## config.mk

```make
export PLATFORM = sky130hd
export DESIGN_NAME = floating_point_to_integer
export DESIGN_NICKNAME = d
export VERILOG_FILES = /design/src/rtl/floating_point_to_integer.sv
export SDC_FILE = /design/constraint.sdc
export NUM_CORES = 1
export LEC_CHECK = 0
export CAP_MARGIN = 20
export CORE_ASPECT_RATIO = 0.75
export CORE_UTILIZATION = 40
export DETAILED_ROUTE_END_ITERATION = 8
export MAX_ROUTING_LAYER = met4
export PLACE_DENSITY_LB_ADDON = 0.15
export SETUP_SLACK_MARGIN = 0.4
export SYNTH_ARGS = -nofsm -noshare
export SYNTH_HDL_FRONTEND = slang
export SYNTH_SLANG_ARGS = --single-unit
```

## constraint.sdc

```tcl
create_clock -name clk -period 6.2 [get_ports clk]
set_input_delay 0.93 -clock clk [delete_from_list [all_inputs] [get_ports clk]]
set_output_delay 0.93 -clock clk [all_outputs]
set_load 0.03 [all_outputs]
```

## src/rtl/floating_point_to_integer.sv

```systemverilog
// Iterative float -> signed integer converter, one conversion in flight.
// Define FP2INT_INEXACT_FLAG_EN to add the inexact_flag output.
module floating_point_to_integer #(
    parameter int EXPONENT_WIDTH   = 8,
    parameter int MANTISSA_WIDTH   = 23,
    parameter int INTEGER_WIDTH    = 32,
    parameter int ROUND_TO_NEAREST = 1
) (
    input  logic                                   clk,
    input  logic                                   rst,
    input  logic                                   in_valid,
    output logic                                   in_ready,
    input  logic [EXPONENT_WIDTH+MANTISSA_WIDTH:0] a,
    output logic                                   out_valid,
    input  logic                                   out_ready,
    output logic [INTEGER_WIDTH-1:0]               out,
    output logic                                   overflow_flag,
    output logic                                   invalid_operation_flag
`ifdef FP2INT_INEXACT_FLAG_EN
    ,
    output logic                                   inexact_flag
`endif
);

    localparam int E    = EXPONENT_WIDTH;
    localparam int M    = MANTISSA_WIDTH;
    localparam int W    = INTEGER_WIDTH;
    localparam int CW   = $clog2(W);
    localparam int BIAS = (1 << (E - 1)) - 1;
    localparam bit IS_E4M3 = (E == 4) && (M == 3);
    localparam logic [W-1:0] INT_MIN = {1'b1, {(W-1){1'b0}}};
    localparam logic [W-1:0] INT_MAX = {1'b0, {(W-1){1'b1}}};
    localparam logic [W:0]   MAG_POS = {2'b00, {(W-1){1'b1}}};
    localparam logic [W:0]   MAG_NEG = {2'b01, {(W-1){1'b0}}};

    typedef enum logic [1:0] {
        S_IDLE,
        S_SHIFT,
        S_ROUND,
        S_DONE
    } state_t;

    state_t r_state;
    state_t w_state_n;

    logic [M+W-1:0] r_work;
    logic [CW-1:0]  r_cnt;
    logic           r_sign;
    logic           r_xs;
    logic [W-1:0]   r_out;
    logic           r_ovf;
    logic           r_inv;
`ifdef FP2INT_INEXACT_FLAG_EN
    logic           r_inx;
`endif

    logic               w_accept;
    logic               w_sign;
    logic [E-1:0]       w_exp;
    logic [M-1:0]       w_man;
    logic signed [31:0] w_e;
    logic               w_nan;
    logic               w_inf;
    logic               w_zsub;
    logic               w_big;
    logic               w_tiny;
    logic               w_half;
    logic               w_norm;

    logic [W-1:0] w_int;
    logic         w_rnd;
    logic         w_stk;
    logic         w_inc;
    logic [W:0]   w_mag;
    logic [W-1:0] w_neg;
    logic         w_rovf;

    assign in_ready  = (r_state == S_IDLE);
    assign out_valid = (r_state == S_DONE);
    assign w_accept  = in_valid && in_ready;
    assign out                    = r_out;
    assign overflow_flag          = r_ovf;
    assign invalid_operation_flag = r_inv;
`ifdef FP2INT_INEXACT_FLAG_EN
    assign inexact_flag           = r_inx;
`endif

    // Classify the operand into mutually exclusive conversion paths.
    always_comb begin
        w_sign = a[E+M];
        w_exp  = a[E+M-1:M];
        w_man  = a[M-1:0];
        w_e    = $signed({{(32-E){1'b0}}, w_exp}) - BIAS;
        w_zsub = (w_exp == '0);
        if (IS_E4M3) begin
            w_nan = (&w_exp) && (&w_man);
            w_inf = 1'b0;
        end else begin
            w_nan = (&w_exp) && (|w_man);
            w_inf = (&w_exp) && !(|w_man);
        end
        w_big  = !w_nan && (w_inf || (!w_zsub && (w_e >= W)));
        w_tiny = !w_nan && !w_big && (w_zsub || (w_e < -1));
        w_half = !w_nan && !w_big && !w_tiny && (w_e == -1);
        w_norm = !w_nan && !w_big && !w_tiny && !w_half;
    end

    // Round the shifted significand and check the signed range.
    always_comb begin
        w_int  = r_work[M+W-1:M];
        w_rnd  = r_work[M-1];
        w_stk  = (|r_work[M-2:0]) || r_xs;
        w_inc  = (ROUND_TO_NEAREST != 0) && w_rnd && (w_stk || w_int[0]);
        w_mag  = {1'b0, w_int} + {{W{1'b0}}, w_inc};
        w_neg  = '0 - w_mag[W-1:0];
        w_rovf = r_sign ? (w_mag > MAG_NEG) : (w_mag > MAG_POS);
    end

    // State register.
    always_ff @(posedge clk) begin
        if (rst) r_state <= S_IDLE;
        else     r_state <= w_state_n;
    end

    // Next-state logic.
    always_comb begin
        w_state_n = r_state;
        unique case (r_state)
            S_IDLE: begin
                if (w_accept) begin
                    if (w_nan || w_big || w_tiny) w_state_n = S_DONE;
                    else if (w_half)              w_state_n = S_ROUND;
                    else if (w_e > 0)             w_state_n = S_SHIFT;
                    else                          w_state_n = S_ROUND;
                end
            end
            S_SHIFT: if (r_cnt == CW'(1)) w_state_n = S_ROUND;
            S_ROUND: w_state_n = S_DONE;
            S_DONE:  if (out_ready) w_state_n = S_IDLE;
            default: w_state_n = S_IDLE;
        endcase
    end

    // Datapath: decode at accept, shift, then round into the result.
    always_ff @(posedge clk) begin
        if (rst) begin
            r_work <= '0;
            r_cnt  <= '0;
            r_sign <= 1'b0;
            r_xs   <= 1'b0;
            r_out  <= '0;
            r_ovf  <= 1'b0;
            r_inv  <= 1'b0;
`ifdef FP2INT_INEXACT_FLAG_EN
            r_inx  <= 1'b0;
`endif
        end else if (w_accept) begin
            r_sign <= w_sign;
            r_ovf  <= 1'b0;
            r_inv  <= 1'b0;
            r_xs   <= 1'b0;
`ifdef FP2INT_INEXACT_FLAG_EN
            r_inx  <= 1'b0;
`endif
            unique case (1'b1)
                w_nan: begin
                    r_out <= INT_MIN;
                    r_inv <= 1'b1;
                end
                w_big: begin
                    r_out <= w_sign ? INT_MIN : INT_MAX;
                    r_ovf <= 1'b1;
                end
                w_tiny: begin
                    r_out <= '0;
`ifdef FP2INT_INEXACT_FLAG_EN
                    r_inx <= !(w_zsub && !(|w_man));
`endif
                end
                w_half: begin
                    r_work <= {{W{1'b0}}, 1'b1, w_man[M-1:1]};
                    r_xs   <= w_man[0];
                end
                w_norm: begin
                    r_work <= {{(W-1){1'b0}}, 1'b1, w_man};
                    r_cnt  <= w_e[CW-1:0];
                end
            endcase
        end else if (r_state == S_SHIFT) begin
            r_work <= {r_work[M+W-2:0], 1'b0};
            r_cnt  <= r_cnt - CW'(1);
        end else if (r_state == S_ROUND) begin
            if (w_rovf) begin
                r_out <= r_sign ? INT_MIN : INT_MAX;
                r_ovf <= 1'b1;
            end else begin
                r_out <= r_sign ? w_neg : w_mag[W-1:0];
            end
`ifdef FP2INT_INEXACT_FLAG_EN
            r_inx <= !w_rovf && (w_rnd || w_stk);
`endif
        end
    end

endmodule

```

==> flow_summary.toml <==
[finish]
area_growth_pct = 14.8
drive_gt1_share_pct = 6.24
multi_input_area_mm2 = 0.00470
nNetsFinal = 1021
design_area_mm2 = 0.00816
layoutNonFillerInstCount = 1214
n_fill_cell = 1751
seqCellArea_mm2 = 0.00196
num_antenna_cells = 0
final_util_pct = 47.7

[placement]
place_inst = 1198
io_buffers = 71
dp_hpwl_um = 14500
placed_cell_area_mm2 = 0.00785
gp_congestion = 0.901

[die]
rows = 41
die-area_mm2 = 0.0183
die_x_um = 156
core_mm2 = 0.0171
start_util_pct = 41.6
pin_count = 72
die_h_um = 117

[pwr]
p_int_mw = 1.57
combPwrFrac_pct = 47.5
switching_power_mw = 1.19
p_leak_nw = 2.88
p_clk_share_pct = 21.4
ir_drop_mv = 0.213
swShare_pct = 43.1
power_density_mw_per_mm2 = 339
seq_power_share_pct = 31.2

[detailed_routing]
ant_nets = 0
drt-wirelength-per-cell_um = 16.5
totalWireLength_um = 20000
vias = 6990
drc = 0
vias_per_cell = 5.76
drtIter0Drc = 596
drtPass1Iterations = 5

[timing]
fin_skew_ns = 0.0106
final-max-slew-violation-count = 0
period_share_pct = 73.5
setup_violations = 0
clock.fmax_ghz = 0.219
worst_pin_slew_ns = 0.944
hold_viol = 0
relSlewSlack_pct = 36.5
tns_ns = 0
rsz0062_at_grt = "false"
finalWorstPathRequiredPeriod_ns = 4.56

[status]
status = "completed"

[synth]
synth_top_family_by_area = "simple AND/OR/NAND/NOR gates"
yosysTopAreaCell = "dfxtp_1"
ys_seq_area_share_pct = 27.6
avgSynthCellArea_um2 = 7.36
async_flop_share_pct = 0
synth.area.top_cells = "dfxtp_1, nand2_1, nor2_1"
synth_edf_count = 0
synth-main-ff-cell = "dfxtp_1"
synth_top_area_share_pct = 27.6
yosys.area_share.simple_pct = 31.5
post-synth-top-count-cell = "nand2_1"
synth.distinct_cells = 79
synthAdderAreaFrac_pct = 2.11
synth-xor-area-share_pct = 6.76
synth.area.mux_share_pct = 4.56
synthCells = 965
syn_area_mm2 = 0.00711
syn_nets = 1013
yosysWarningCount = 0
synth-compound-area-share_pct = 20.8
synth.ff_latch_count = 98
ys_top_cells_by_count = "nand2_1, nor2_1, dfxtp_1"

[clock_tree]
worstSkewPairLatency_ns = 0.36
hold_buffers = 0
cts_setup_buffers = 0
cts_sinks = 98
clk_pin_slew_ns = 0.07
cts_tree = "yes"
cts_buffers = 9
post_cts_resized = 0
clk_path_buf_depth = 2
htree_levels = 3
root_buffer = "clkbuf_16"

[global_route]
grt_pass1_vias = 5822
grt_max_degree = 59
antenna_found_initial = 0
grt_overflow = 0
grt.total_usage_pct = 22.3
grt_pass1_wl_um = 31900

[worst_setup_path]
cp-end-kind = "flip-flop"
worstReg2RegEnd = "out[29]"
reg2reg_depth = 11
critPathLaunchType = "flip-flop"
cp.arrival_ns = 4.81
regToRegStartpoint = "r_work[22]"
cp_data_required_time_ns = 6.45
critPathMaxFanout = 15
rrSetupSlack_ns = 1.64
crit_start = "r_work[22]"
critPathKind = "flip-flop to flip-flop"

[worst_hold_path]
whs_path_depth = 2
hold_path_class = "flip-flop to flip-flop"
min_to = "r_xs"
min_from = "r_xs"

[run]
max_cap_viol_count = 0
## logic make-up (layout without fill, tap and decap cells)
logic type                 after synthesis  count (layout)
and+or+nand+nor                        433             433
AOI/OAI and AO/OA                      227             227
buffers and inverters                  109             122
DFF                                     98              98
xor gates and xnor gates                54              54
muxes                                   32              32
adders and majority gates               12              12
## metal layers
metal / track usage [%] / vias up / routed length (µm)
li1: - / 3509 / -
met1: 36.3 / 3246 / 10900
met2: 26.8 / 216 / 7490
met3: 3.14 / 19 / 1240
met4: 6.50 / 0 / 295
met5: - / - / 0
## state kept, by name, indices dropped and copies added (netlist names)
register and flops:
invalid_operation_flag 1, out 32, overflow_flag 1, r_cnt 5
r_sign 1, r_state 2, r_work 55, r_xs 1
## critical path, stage by stage (launching register included)
cell       delay, ns
dfxtp_1         0.55
and2_1          0.27
ha_1            0.49
nand4_1         0.27
nor3_2          0.50
mux2i_1         0.15
o31ai_1         0.68
nor4bb_1        0.39
a31oi_1         0.19
a211oi_2        0.51
nor2b_2         0.11
a2111oi_1       0.35
## power by group through the flow
stage / logic, mW / clock network, mW / registers (mW)
after global placement: 1.31 / 0 / 0.877
after detailed placement: 1.32 / 0 / 0.876
final: 1.31 / 0.592 / 0.863
after global routing: 1.43 / 0.629 / 0.879
after CTS: 1.32 / 0.608 / 0.862
after floorplan: 0.718 / 0 / 1.04
## cell usage in the layout (no fill, tap or decap), types with 4 or more instances in the layout
| master | count |
|---|---|
| clkdlybuf4s50_1 | 70 |
| o21ai_1 | 6 |
| and4_1 | 11 |
| ha_1 | 12 |
| a211oi_1 | 34 |
| nor2_1 | 100 |
| nand4_1 | 24 |
| or4_1 | 4 |
| xnor2_1 | 40 |
| nand3b_1 | 24 |
| and2_1 | 11 |
| o22ai_1 | 4 |
| o31ai_1 | 18 |
| a21oi_1 | 69 |
| nand2_1 | 118 |
| or3_1 | 9 |
| nor4_1 | 18 |
| dfxtp_1 | 98 |
| mux2i_1 | 29 |
| buf_4 | 13 |
| nand3_1 | 59 |
| o21ai_0 | 44 |
| a31oi_1 | 6 |
| a22oi_1 | 4 |
| nor3_1 | 17 |
| xor2_1 | 13 |
| clkbuf_16 | 9 |
| nor3b_1 | 4 |
| inv_1 | 22 |
## stage by stage
step                setup slack (ns)  hold slack, ns  total power [mW]
finish                          1.64           0.482              2.77
global route                    1.38           0.521              2.94
CTS                             1.74           0.487              2.79
detailed placement              1.46           0.471              2.19
global placement                1.51           0.465              2.19
floorplan                       2.69           0.432              1.76
## final cells by class
type | instances | share of cell area (%)
inverters | 22 | 1.01
flip-flops and latches | 98 | 24.1
multi-input cells | 758 | 57.6
repair buffers | 84 | 9.85
well taps | 236 | 3.62
clock inverters | 7 | 1.06
clock buffers | 9 | 2.76
## how the worst max path moves through the flow
stage          endpoint  slack (ns)
6_report        out[29]        1.64
5_1_grt         out[28]        1.38
4_1_cts         out[29]        1.74
3_5_place_dp   r_cnt[2]        1.46
3_3_place_gp    out[29]        1.51
2_1_floorplan  r_cnt[2]        2.69
(Power assumes the default switching activity.)
